<file path="src/rtl/oscilo_pkg.sv">
// Shared definitions for the oscilloscope capture path: command codes, frame constants
// and the sample read-out FSM state encoding.
package oscilo_pkg;

    localparam logic [7:0] CMD_SAMPLE_READ = 8'h22;
    localparam logic [7:0] FRAME_HEADER    = 8'hA5;

    typedef enum logic [3:0] {
        StIdle,
        StHdr,
        StCnt,
        StFetch,
        StLatch,
        StSend,
        StWaitTx,
        StCsum,
        StFin,
        StAbort
    } sample_streamer_state_t;

endpackage

</file>
<file path="src/rtl/sample_streamer.sv">
// Sample read-out stage: frames the captured buffer as HEADER, COUNT, samples, CHECKSUM
// and streams it one byte at a time through uart_tx.
module sample_streamer
    import oscilo_pkg::*;
#(
    parameter int unsigned ADDR_WIDTH   = 8,
    parameter int unsigned DATA_WIDTH   = 8,
    parameter int unsigned SAMPLE_COUNT = 256,
    parameter logic [7:0]  HEADER       = FRAME_HEADER
) (
    input  logic                  clk,
    input  logic                  reset,
    input  logic                  activate,
    output logic                  done,
    output logic [ADDR_WIDTH-1:0] mem_addr,
    output logic                  mem_oe,
    input  logic [DATA_WIDTH-1:0] mem_data,
    output logic [7:0]            tx_data,
    output logic                  tx_start,
    input  logic                  tx_active,
    input  logic                  tx_done
);

    localparam logic [ADDR_WIDTH-1:0] LAST_INDEX = ADDR_WIDTH'(SAMPLE_COUNT - 1);
    localparam logic [7:0]            COUNT_BYTE = 8'(SAMPLE_COUNT - 1);

    sample_streamer_state_t state_q, state_d;
    sample_streamer_state_t ret_q, ret_d;   // emission state whose byte is in flight
    logic [ADDR_WIDTH-1:0]  index_q, index_d;
    logic [ADDR_WIDTH-1:0]  mem_addr_q, mem_addr_d;
    logic [7:0]             checksum_q, checksum_d;
    logic [7:0]             sample_q, sample_d;
    logic [7:0]             tx_data_q, tx_data_d;
    logic                   tx_start_q, tx_start_d;
    logic                   mem_oe_q, mem_oe_d;
    logic                   done_q, done_d;
    logic [7:0]             emit_byte;

    always_comb begin
        case (state_q)
            StHdr:   emit_byte = HEADER;
            StCnt:   emit_byte = COUNT_BYTE;
            StSend:  emit_byte = sample_q;
            StCsum:  emit_byte = checksum_q;
            default: emit_byte = 8'h00;
        endcase
    end

    always_comb begin
        state_d    = state_q;
        ret_d      = ret_q;
        index_d    = index_q;
        mem_addr_d = mem_addr_q;
        checksum_d = checksum_q;
        sample_d   = sample_q;
        tx_data_d  = tx_data_q;
        tx_start_d = 1'b0;
        mem_oe_d   = mem_oe_q;
        done_d     = done_q;

        case (state_q)
            StIdle: begin
                tx_data_d = 8'h00;
                mem_oe_d  = 1'b0;
                if (activate) begin
                    state_d    = StHdr;
                    checksum_d = 8'h00;
                    index_d    = '0;
                end
            end
            StHdr, StCnt, StSend, StCsum: begin
                if (!activate) begin
                    state_d   = StIdle;
                    tx_data_d = 8'h00;
                end else if (!tx_active) begin
                    tx_data_d  = emit_byte;
                    tx_start_d = 1'b1;
                    ret_d      = state_q;
                    state_d    = StWaitTx;
                end
            end
            StWaitTx: begin
                if (tx_done) begin
                    tx_data_d = 8'h00;
                    if (!activate) begin
                        state_d = StIdle;
                    end else begin
                        case (ret_q)
                            StHdr: state_d = StCnt;
                            StCnt: state_d = StFetch;
                            StSend: begin
                                if (index_q == LAST_INDEX) begin
                                    state_d = StCsum;
                                end else begin
                                    index_d = index_q + ADDR_WIDTH'(1);
                                    state_d = StFetch;
                                end
                            end
                            StCsum: begin
                                state_d = StFin;
                                done_d  = 1'b1;
                            end
                            default: state_d = StIdle;
                        endcase
                    end
                end else if (!activate) begin
                    state_d = StAbort;
                end
            end
            StFetch: begin
                if (!activate) begin
                    state_d = StIdle;
                end else begin
                    mem_addr_d = index_q;
                    mem_oe_d   = 1'b1;
                    state_d    = StLatch;
                end
            end
            StLatch: begin
                mem_oe_d = 1'b0;
                if (!activate) begin
                    state_d = StIdle;
                end else begin
                    sample_d   = mem_data;
                    checksum_d = checksum_q + mem_data;
                    state_d    = StSend;
                end
            end
            StFin: begin
                if (!activate) begin
                    done_d  = 1'b0;
                    state_d = StIdle;
                end
            end
            StAbort: begin
                // Keep the in-flight byte on the shared bus until the UART finishes it.
                if (tx_done) begin
                    tx_data_d = 8'h00;
                    state_d   = StIdle;
                end
            end
            default: state_d = StIdle;
        endcase
    end

    always_ff @(posedge clk or negedge reset) begin
        if (!reset) begin
            state_q    <= StIdle;
            ret_q      <= StIdle;
            index_q    <= '0;
            mem_addr_q <= '0;
            checksum_q <= 8'h00;
            sample_q   <= 8'h00;
            tx_data_q  <= 8'h00;
            tx_start_q <= 1'b0;
            mem_oe_q   <= 1'b0;
            done_q     <= 1'b0;
        end else begin
            state_q    <= state_d;
            ret_q      <= ret_d;
            index_q    <= index_d;
            mem_addr_q <= mem_addr_d;
            checksum_q <= checksum_d;
            sample_q   <= sample_d;
            tx_data_q  <= tx_data_d;
            tx_start_q <= tx_start_d;
            mem_oe_q   <= mem_oe_d;
            done_q     <= done_d;
        end
    end

    assign done     = done_q;
    assign mem_addr = mem_addr_q;
    assign mem_oe   = mem_oe_q;
    assign tx_data  = tx_data_q;
    assign tx_start = tx_start_q;

endmodule

</file>
<file path="config.mk">
export PLATFORM = sky130hd
export DESIGN_NAME = sample_streamer
export DESIGN_NICKNAME = d
export VERILOG_FILES = /design/src/rtl/oscilo_pkg.sv /design/src/rtl/sample_streamer.sv
export SDC_FILE = /design/constraint.sdc
export NUM_CORES = 1
export LEC_CHECK = 0
export ABC_AREA = 1
export BUFFER_PORTS_ARGS = -buffer_cell sky130_fd_sc_hd__buf_2
export CAP_MARGIN = 30
export CELL_PAD_IN_SITES_DETAIL_PLACEMENT = 0
export CELL_PAD_IN_SITES_GLOBAL_PLACEMENT = 1
export CORE_ASPECT_RATIO = 1.75
export CORE_MARGIN = 8
export CORE_UTILIZATION = 46
export CTS_CLUSTER_SIZE = 20
export DETAILED_ROUTE_END_ITERATION = 6
export PLACE_DENSITY_LB_ADDON = 0.1
export SYNTH_ARGS = -nofsm -noshare
export SYNTH_HDL_FRONTEND = slang
export SYNTH_SLANG_ARGS = --single-unit
</file>
<file path="constraint.sdc">
create_clock -name clk -period 4.34 [get_ports clk]
set_input_delay 0.434 -clock clk [delete_from_list [all_inputs] [get_ports clk]]
set_output_delay 0.434 -clock clk [all_outputs]
set_load 0.05 [all_outputs]
</file>
# After elaboration in Yosys (flattened, before gate mapping)
# Cells that the tools add are included.
dict set report totals {
  register_bits 51
}
dict set report classes {
  add_sub_neg 2
  eq_ne 27
  n_bitwise 1
  reduce_logical 18
  n_mux 36
}
# operator count
set op_table {}
lappend op_table {{$mux W8} 9}
lappend op_table {{$mux W4} 8}
lappend op_table {{$pmux W8 S2} 2}
lappend op_table {{$pmux W8 S4} 1}
lappend op_table {{$pmux W4 S7} 1}
lappend op_table {{$eq A4 B3 Y1 const B} 6}
lappend op_table {{$pmux W8 S3} 1}
lappend op_table {{$ne A2 B2 Y1 const B} 8}
lappend op_table {{$pmux W4 S4} 1}
lappend op_table {{$eq A4 B2 Y1 const B} 3}
lappend op_table {{$reduce_and A5 Y1} 2}
lappend op_table {{$mux W3} 3}
lappend op_table {{$reduce_and A3 Y1} 3}
lappend op_table {{$add A8 B1 Y8 const B} 1}
lappend op_table {{$add A8 B8 Y8} 1}
lappend op_table {{$eq A4 B1 Y1 const B} 2}
lappend op_table {{$eq A4 B4 Y1 const B} 2}
lappend op_table {{$eq A8 B8 Y1 const B} 1}
lappend op_table {{$mux W1} 8}
lappend op_table {{$reduce_bool A2 Y1} 4}
lappend op_table {{$ne A2 B1 Y1 const B} 3}
lappend op_table {{$ne A3 B3 Y1 const B} 2}
lappend op_table {{$reduce_and A2 Y1} 3}
lappend op_table {{$reduce_and A6 Y1} 1}
lappend op_table {{other kinds (6)} 8}

# Depth between registers and ports, before layout
# Gate-level depths: netlist of run 1.
dict set report logic_depth {
  word_depth 6
  ltp_mapped 10
}

# Worst setup path before layout of run 1
# No wires, ideal clock.
dict set report synth_timing {
  kind {input to register}
  from {in mem_data[0]}
  to {reg checksum_q[4]}
  path_slack_ns 2.849
  setup_time_ns 0.123
  n_path_buf 0
  arrival_time_ns 1.368
  required_ns 4.217
  path_stages 6
  cell_sequence {ha_1 -> fa_1 -> nand3_1 -> nand2_1 -> o21ai_0 -> nand2_1}
}
dict set report synth_via {
  elab_chain_cells 3
}
# item line
set synth_lines {}
lappend synth_lines {{start: declaration} sample_streamer.sv:17} ;# input logic [DATA_WIDTH-1:0] mem_data,
lappend synth_lines {{$add A8 B8 Y8} sample_streamer.sv:125} ;# checksum_d = checksum_q + mem_data;
lappend synth_lines {{$mux W8} sample_streamer.sv:121} ;# if (!activate) begin
lappend synth_lines {{$pmux W8 S2} sample_streamer.sv:61} ;# case (state_q)
lappend synth_lines {{end signal: assignment} sample_streamer.sv:163} ;# checksum_q <= checksum_d;
lappend synth_lines {{end: declaration} sample_streamer.sv:31} ;# logic [7:0] checksum_q, checksum_d;
# No other way between the ends. The select of a mux whose other input is x is not followed.
# A chain may end at the register's enable or synchronous reset.

# Worst setup path after layout of run 1
dict set report layout_timing {
  from {reg state_q[0]}
  to {reg state_q[0]}
}
dict set report layout_via {
  elab_chain_cells 4
  word_cells_on_any_way 18
  classes_between {eq/ne (14); mux (1); reduce/logical (3)}
}
# item line
set layout_lines {}
lappend layout_lines {{start: declaration} sample_streamer.sv:27} ;# sample_streamer_state_t state_q, state_d;
lappend layout_lines {{start signal: assignment} sample_streamer.sv:148} ;# state_q <= StIdle;
lappend layout_lines {{start signal: assignment} sample_streamer.sv:159} ;# state_q <= state_d;
lappend layout_lines {{$eq A4 B1 Y1, or another cell as far along} sample_streamer.sv:61}
lappend layout_lines {{$reduce_or A4 Y1} sample_streamer.sv:61}
lappend layout_lines {{$ne A3 B3 Y1 (no line)} n/a}
lappend layout_lines {{$reduce_and A5 Y1 (no line)} n/a}
# Parallel ways exist; a longest one is shown, timed or not.

==> results of run 1 <==
[cell usage after synthesis]
cell type and instances:
nand2_4 2, o21a_1 3, nand3b_4 1, clkinv_1 1
inv_2 3, nand3_2 2, nand2b_1 1, a21oi_1 7
buf_6 2, inv_1 40, ha_1 8, dfrtp_1 51
nand2_1 151, nand3_4 2, o21bai_1 1, nor2_4 2
xnor2_1 2, nor2_2 3, nor2_1 27, a21o_1 1
buf_2 5, nor3_1 1, nor3b_1 2, o21ai_2 1
o21ai_0 14, fa_1 1, nand4_1 8, nand3b_1 1
mux2_2 2, o21ai_1 1, nand3_1 64, nand2_2 2
a22o_1 2, clkbuf_1 1, xor2_1 1, nor2_8 1
[worst max-delay path by stage]
stage	cells past startpoint	endpoint	slack [ps]	startpoint
2_1_floorplan	6	checksum_q[4]	2850	mem_data[0]
3_3_place_gp	7	state_q[0]	2400	activate
3_5_place_dp	7	state_q[0]	2360	activate
4_1_cts	7	state_q[0]	2340	state_q[0]
5_1_grt	7	state_q[0]	2140	state_q[0]
6_report	7	state_q[0]	2330	state_q[0]
[per-layer routing]
metal | up-vias | global-route usage, % | part of all wire [%] | wire [microns]
met4 | 0 | 8.39 | 2.8 | 218
met2 | 46 | 33.7 | 58 | 4480
met3 | 16 | 3.18 | 2.6 | 201
met5 | - | 0 | 0 | 0
li1 | 1403 | - | - | -
met1 | 1281 | 16.7 | 37 | 2840
[per-stage QoR]
| stage | setup WS [ps] | cells | total power (W) | util [%] | area [sq um] |
|---|---|---|---|---|---|
| after global routing | 2140 | 531 | 0.00227 | 53.1 | 3450 |
| after CTS | 2340 | 531 | 0.00212 | 53.1 | 3450 |
| final | 2330 | 531 | 0.00209 | 53.1 | 3450 |
| after global placement | 2400 | 523 | 0.00169 | 50.7 | 3290 |
| after detailed placement | 2360 | 523 | 0.00170 | 50.7 | 3290 |
| after floorplan | 2850 | 417 | 0.00145 | - | 3080 |
[layout make-up]
type / count / area (sq um) / area share [%]
Tap cell: 82 / 103 / 2.98
Clock inverter: 2 / 16.3 / 0.472
Inverter: 44 / 165 / 4.79
Timing Repair Buffer: 32 / 163 / 4.72
Sequential cell: 51 / 1280 / 37.0
Multi-Input combinational cell: 314 / 1590 / 46.0
Clock buffer: 6 / 139 / 4.03
[state kept, by name (all words and copies together) (netlist names)]
signal	cells
checksum_q	8
state_q	4
done	1
ret_q	4
index_q	8
mem_oe	1
tx_data	8
tx_start	1
mem_addr	8
sample_q	8
[logic make-up after synthesis]
group / after synthesis / share of synthesized area [%]
flip-flops: 51 / 41.4
adder cells (fa/ha/maj): 9 / 3.90
multiplexers: 2 / 0.731
XOR/XNOR: 3 / 0.853
AO/OA/AOI/OAI: 30 / 5.65
AND/OR/NAND/NOR: 270 / 40.4
buffers and inverters: 52 / 7.03
[power by group]
part | switching, W | internal [W]
logic | 0.000688 | 0.000291
clock network | 0.000180 | 0.000231
registers | 0.000102 | 0.000602
==> results.yml, run 1 <==
cells_and_area:
  nets: 470
  syn_to_final_growth_pct: 12.0
  layout-drive-gt1-share_pct: 13.6
  final_cell_mix: "nand2_1 (151), nand3_1 (64), dfrtp_1 (51), inv_1 (40), buf_2 (31)"
  fillers: 679
  final_common_cell: "nand2_1"
  antenna_cells: 0
timing:
  holdWs_ps: 239
  setup_viol: 0
  tns_ps: 0
  finalMaxSlewViolations: 0
  fmax_ghz: 0.498
  worst_slew_pin_slew_ps: 638
  rsz0062_at_grt: "no"
  period_needed_ps: 2010
  finalHoldViolCount: 0
  finClkSkew_ps: 8.88
  fin_crit_sh_pct: 46.2
  max-slew-margin-rel_pct: 57.4
synthesis:
  ys_seq_area_share_pct: 41.4
  synth_top_area_share_pct: 41.4
  synth_top_cell_by_area: "dfrtp_1"
  synthCells: 417
  ys_types: 36
  ys_top_cells_by_area: "dfrtp_1 (41%), nand2_1 (18%), nand3_1 (10%)"
  ys_seq_elements: 51
  syn-num-nets: 439
  netlist_area_sq_um: 3080
  avgSynthCellArea_sq_um: 7.38
  yosys_warnings: 0
floorplanning:
  fp.dieArea_sq_um: 9670
  pin_count: 32
  fp.dieW_microns: 77.8
  die_y_microns: 124
  core-area_sq_um: 6490
  start_util_pct: 47.4
  rows: 39
worst_setup_path:
  rr_startpoint: "state_q[0]"
  rr_worst_depth: 7
  start_kind: "flip-flop"
  crit_buf_inv: 1
  endpoint_kind: "flip-flop"
  worstPathArrival_ps: 2240
  cp_max_fo: 14
  reg2reg_to: "state_q[0]"
  crit_chain: "nor2_1 > nand3_1 > inv_2 > nor2_1 > nand2_1 > nand2_1 > nand2_1"
  reg2reg_slack_ps: 2330
  crit_top_cell: "nand2_1"
  cp_slowest_cell: "nand3_1"
  required_ps: 4570
  slowest_delay_ps: 480
  critPathTopFamily: "simple AND/OR/NAND/NOR gates"
  worstSetupPathType: "flip-flop to flip-flop"
status:
  run_status: "complete, no violations"
placement:
  dp_hpwl_microns: 6180
  port_buffers: 31
  gp_congestion: 0.925
clock_tree:
  cts.sinks: 51
  cts_buffers: 5
  cts_resized: 0
  clock_latency_ps: 300
  holdBufCountCts: 0
  cts_setup_buffers: 0
  cts_buffer_depth: 2
  clk_pin_slew_ps: 70
  htreeDepth: 2
  cts_tree: "done"
  cts_root_buffer: "clkbuf_16"
global_routing:
  antenna_found_initial: 0
  grt_start_max_net_pins: 52
  grt_usage_pct: 17.5
  grt_overflow: 0
  grt_pass1_vias: 2970
  grt_pass1_wl_microns: 13700
route:
  avgRoutedWirePerCell_microns: 14.6
  avgViaCountPerCell: 5.17
  drt_iter0_drc: 113
  drc: 0
  drt_pass1_iterations: 4
  vias: 2746
  wirelength_microns: 7740
  ant_nets: 0
power_and_ir_drop:
  ir_worst_vdd_uv: 334
  leakage_nw: 1.95
  power_density_nw_per_um2: 607
job:
  drv_cap: 0
min_path:
  hold_class: "input pin to async pin"
No activity file was read; power rests on OpenSTA's default activity.
==> run 2: changes to the inputs <==
--- a/config.mk
+++ b/config.mk
@@ -12,7 +12,7 @@
 export CELL_PAD_IN_SITES_GLOBAL_PLACEMENT = 1
 export CORE_ASPECT_RATIO = 1.75
 export CORE_MARGIN = 8
-export CORE_UTILIZATION = 46
+export CORE_UTILIZATION = 43
 export CTS_CLUSTER_SIZE = 20
 export DETAILED_ROUTE_END_ITERATION = 6
 export PLACE_DENSITY_LB_ADDON = 0.1
==> constraint.sdc (replaced) <==
create_clock -name clk -period 2 [get_ports clk]
set_input_delay 0.2 -clock clk [delete_from_list [all_inputs] [get_ports clk]]
set_output_delay 0.2 -clock clk [all_outputs]
set_load 0.05 [all_outputs]
==> run 2 against run 1 <==
Compared with the run above: critical endpoint is now index_q[1]; fmax is 13% higher; clock skew is 3.7 ps lower; final cell count is 1.7% higher.
==> results.yml, run 2 (synthesis results as in run 1) <==
clock_tree:
  cts_resized: 0
  cts_buffer_depth: 2
  htreeDepth: 2
  cts_tree: "done"
  cts_setup_buffers: 0
  cts_root_buffer: "clkbuf_16"
  clk_pin_slew_ps: 70
  cts.sinks: 51
  clock_latency_ps: 300
  cts_buffers: 5
  holdBufCountCts: 1
power_and_ir_drop:
  power_density_nw_per_um2: 1330
  swShare_pct: 45.0
  power_frac_seq_pct: 32.9
  p_int_w: 0.00259
  p_clk_share_pct: 21.2
  p_sw_w: 0.00211
  p_comb_share_pct: 45.9
  leakage_nw: 1.99
  ir_worst_vdd_uv: 663
placement:
  dp_hpwl_microns: 6690
  gp_congestion: 0.845
  placed_cells: 531
  postPlaceCellArea_sq_um: 3340
  port_buffers: 31
timing:
  period_needed_ps: 1770
  rsz0062_at_grt: "no"
  tns_ps: 0
  finalHoldViolCount: 0
  worst_slew_pin_slew_ps: 562
  setup_viol: 0
  max-slew-margin-rel_pct: 62.6
  holdWs_ps: 116
  fin_crit_sh_pct: 88.6
  finalMaxSlewViolations: 0
  fmax_ghz: 0.565
  finClkSkew_ps: 5.22
cells_and_area:
  layout-drive-gt1-share_pct: 14.3
  final_common_cell: "nand2_1"
  final_cell_mix: "nand2_1 (151), nand3_1 (64), dfrtp_1 (51), inv_1 (40), buf_2 (31)"
  syn_to_final_growth_pct: 14.5
  fin_cells: 540
  finish.instance_area_sq_um: 3520
  fillers: 756
  nets: 475
  antenna_cells: 0
floorplanning:
  start_util_pct: 43.5
  pin_count: 32
  fp.dieW_microns: 80.0
  fp.dieArea_sq_um: 10200
  rows: 41
  core-area_sq_um: 7080
  die_y_microns: 128
route:
  wirelength_microns: 8260
  ant_nets: 0
  avgRoutedWirePerCell_microns: 15.3
  drt_pass1_iterations: 5
  avgViaCountPerCell: 5.14
  vias: 2778
  drt_iter0_drc: 132
  drc: 0
global_routing:
  grt_pass1_vias: 2840
  antenna_found_initial: 0
  grt_start_max_net_pins: 30
  grt_overflow: 0
  grt_usage_pct: 17.1
  grt_pass1_wl_microns: 13500
worst_setup_path:
  worstSetupPathType: "flip-flop to flip-flop"
  reg2reg_slack_ps: 230
  worstPathArrival_ps: 1960
  cp_max_fo: 19
  required_ps: 2180
  endpoint_kind: "flip-flop"
  start_kind: "flip-flop"
min_path:
  hold_class: "input pin to flip-flop"
status:
  run_status: "complete, no violations"
job:
  drv_cap: 0
run 2: layout make-up:
type | count | area [sq um] | share of cell area [%]
clock buffers | 6 | 139 | 3.94
clock inverters | 2 | 35.0 | 0.994
inverters | 44 | 165 | 4.69
multi-input cells | 314 | 1590 | 45.0
flip-flops and latches | 51 | 1280 | 36.2
well taps | 86 | 108 | 3.05
repair buffers | 37 | 215 | 6.11
run 2: metal layers:
layer | GRT usage, % | part of all wire [%]
met3 | 2.60 | 2.8
met4 | 8.08 | 2.9
met5 | 0 | 0
met2 | 34.9 | 59
met1 | 15.0 | 35
run 2: worst max-delay path, stage by stage, from the launching register on:
cell	delay, ps
dfrtp_1	440
inv_2	100
nor2_8	240
nand2_2	240
o21ai_0	360
nor2_4	110
nand3b_1	100
nand2_1	50
run 2: power by group through the flow:
stage | sequential [W] | combinational (W) | clock [W]
global placement | 0.00156 | 0.00218 | 0
CTS | 0.00155 | 0.00219 | 0.00102
global route | 0.00159 | 0.00244 | 0.00106
floorplan | 0.00173 | 0.00141 | 0
detailed placement | 0.00156 | 0.00218 | 0
finish | 0.00155 | 0.00216 | 0.000999
run 2: per-stage QoR:
stage	util (%)	worst slack [ps]	power (W)
floorplan	-	572	0.00314
global placement	47.2	277	0.00373
detailed placement	47.2	220	0.00375
CTS	49.8	222	0.00476
global route	49.8	54.9	0.00508
finish	49.8	229	0.00470
run 2: final timing paths:
kind                        startpoint          end  cells past startpoint
max                         state_q[2]   index_q[1]                      7
min                        mem_data[6]  sample_q[6]                      3
max reg2reg                 state_q[2]   index_q[1]                      7
min reg2reg                sample_q[0]  sample_q[0]                      2
max in group asynchronous        reset   tx_data[2]                      3
min in group asynchronous        reset     ret_q[0]                      2
==> run 3: changes to the inputs <==
--- a/config.mk
+++ b/config.mk
@@ -9,12 +9,14 @@
 export BUFFER_PORTS_ARGS = -buffer_cell sky130_fd_sc_hd__buf_2
 export CAP_MARGIN = 30
 export CELL_PAD_IN_SITES_DETAIL_PLACEMENT = 0
-export CELL_PAD_IN_SITES_GLOBAL_PLACEMENT = 1
+export CELL_PAD_IN_SITES_GLOBAL_PLACEMENT = 2
 export CORE_ASPECT_RATIO = 1.75
 export CORE_MARGIN = 8
-export CORE_UTILIZATION = 43
+export CORE_UTILIZATION = 35
+export CTS_BUF_LIST = sky130_fd_sc_hd__clkbuf_8
 export CTS_CLUSTER_SIZE = 20
 export DETAILED_ROUTE_END_ITERATION = 6
+export GPL_TIMING_DRIVEN = 0
 export PLACE_DENSITY_LB_ADDON = 0.1
 export SYNTH_ARGS = -nofsm -noshare
 export SYNTH_HDL_FRONTEND = slang
==> run 3 against run 2 <==
Compared with the run above: clock-buffer cell count unchanged; sequential cell count unchanged; first-iteration DRC count decreased by 14%; register-to-register slack got worse by 60 ps; fmax decreased by 3.2%; global-route usage decreased by 1.2 points; total power decreased by 5.8%; non-clock buffer count increased by 5; combinational power increased by 3%; largest power group unchanged.
==> results.yml, run 3 (synthesis results as in run 1) <==
status:
  run_status: "complete, no violations"
route:
  avgViaCountPerCell: 4.83
  ant_nets: 0
  vias: 2781
  drc: 0
  avgRoutedWirePerCell_microns: 15.7
  drt_pass1_iterations: 4
  wirelength_microns: 9050
  drt_iter0_drc: 114
clock_tree:
  cts_resized: 0
  cts_buffer_depth: 2
  cts_root_buffer: "clkbuf_8"
  clk_pin_slew_ps: 110
  htreeDepth: 2
  holdBufCountCts: 1
  clock_latency_ps: 320
  cts.sinks: 51
  cts_setup_buffers: 0
  cts_buffers: 5
  cts_tree: "done"
placement:
  gp_congestion: 0.792
  dp_hpwl_microns: 7270
  place_ws_ps: 201
  port_buffers: 31
worst_setup_path:
  cp_max_fo: 10
  crit_buf_inv: 2
  crit_top_cell: "nand2_1"
  slowest_delay_ps: 460
  worstPathArrival_ps: 2100
  crit_chain: "nor2_1 > nand3_1 > inv_2 > buf_2 > nand2_1 > nand2_1"
  start_kind: "flip-flop"
  worstSetupPathType: "flip-flop to flip-flop"
  critPathTopFamily: "simple AND/OR/NAND/NOR gates"
  cp_slowest_cell: "dfrtp_1"
  required_ps: 2270
  endpoint_kind: "flip-flop"
timing:
  finClkSkew_ps: 13.4
  max-slew-margin-rel_pct: 66.2
  setup_viol: 0
  period_needed_ps: 1830
  tns_ps: 0
  finalMaxSlewViolations: 0
  rsz0062_at_grt: "no"
  finalHoldViolCount: 0
  fin_crit_sh_pct: 91.5
  worst_slew_pin_slew_ps: 507
  fmax_ghz: 0.546
  fin_ws_ps: 170
power_and_ir_drop:
  leakage_nw: 1.97
  ir_worst_vdd_uv: 472
  power_density_nw_per_um2: 1250
floorplanning:
  die_y_microns: 140
  start_util_pct: 35.7
  rows: 45
  pin_count: 32
  fp.dieW_microns: 86.9
  fp.dieArea_sq_um: 12200
  core-area_sq_um: 8610
global_routing:
  grt_pass1_vias: 2875
  grt_pass1_wl_microns: 15000
  grt_start_max_net_pins: 27
  antenna_found_initial: 0
  grt_usage_pct: 15.9
  grt_overflow: 0
cells_and_area:
  final_util_pct: 41.0
  layout-drive-gt1-share_pct: 15.0
  syn_to_final_growth_pct: 14.6
  nets: 480
  final_cell_mix: "nand2_1 (151), nand3_1 (64), dfrtp_1 (51), inv_1 (40), buf_2 (36)"
  final_common_cell: "nand2_1"
  antenna_cells: 0
job:
  drv_cap: 0
min_path:
  hold_class: "input pin to flip-flop"
## run 3: cell types whose count changed in the layout (fill, tap and decap cells not counted), sizes merged
cell      change
buf           +4
bufinv        -1
clkbuf        +1
clkinvlp      +1
## run 3: routing by layer
| metal | vias to the layer above | part of all wire [%] | GRT usage (%) |
|---|---|---|---|
| met5 | - | 0 | 0 |
| met4 | 0 | 1.7 | 5.57 |
| met3 | 8 | 2.4 | 2.28 |
| met2 | 43 | 59 | 32.1 |
| met1 | 1307 | 36 | 15.2 |
| li1 | 1423 | - | - |
## run 3: area by class of cell
class | instances | area [sq um]
tap | 117 | 146
timing repair buffer | 34 | 205
clock buffer | 6 | 82.6
sequential | 51 | 1280
clock inverter | 2 | 16.3
multi-input combinational | 314 | 1590
buffer | 8 | 51.3
fill | 930 | 5080
inverter | 44 | 165
## run 3: final timing paths
kind                                to        start  slack [ps]  cells past startpoint
max in group asynchronous   tx_data[2]        reset        1440                      3
min in group asynchronous     tx_start        reset         400                      3
hold reg to reg             tx_data[7]   tx_data[7]         490                      2
setup reg to reg           sample_q[7]   state_q[0]         170                      6
setup / recovery           sample_q[7]   state_q[0]         170                      6
hold / removal             sample_q[6]  mem_data[6]          80                      3
## run 3: power breakdown
part           switching [W]  total (W)  internal, W  leakage [nW]
Combinational        0.00157    0.00223     0.000664          1.24
Sequential          0.000226    0.00153      0.00130         0.687
Clock               0.000379   0.000663     0.000283        0.0474
Total                0.00218    0.00443      0.00225          1.97
## run 3: stage by stage
stage / hold WS (ps) / cells / total power (W) / area (sq um)
after floorplan: -95.6 / 417 / 0.00314 / 3080
after global placement: 419 / 565 / 0.00379 / 3380
after detailed placement: 204 / 567 / 0.00381 / 3420
after CTS: 83.7 / 576 / 0.00449 / 3530
after global routing: 99.6 / 576 / 0.00478 / 3530
final: 82.6 / 576 / 0.00443 / 3530
## run 3: tightest hold or removal path, cell delays in order
cell     delay (ps)
buf_2            90
nand2_1          50
nand2_1          40
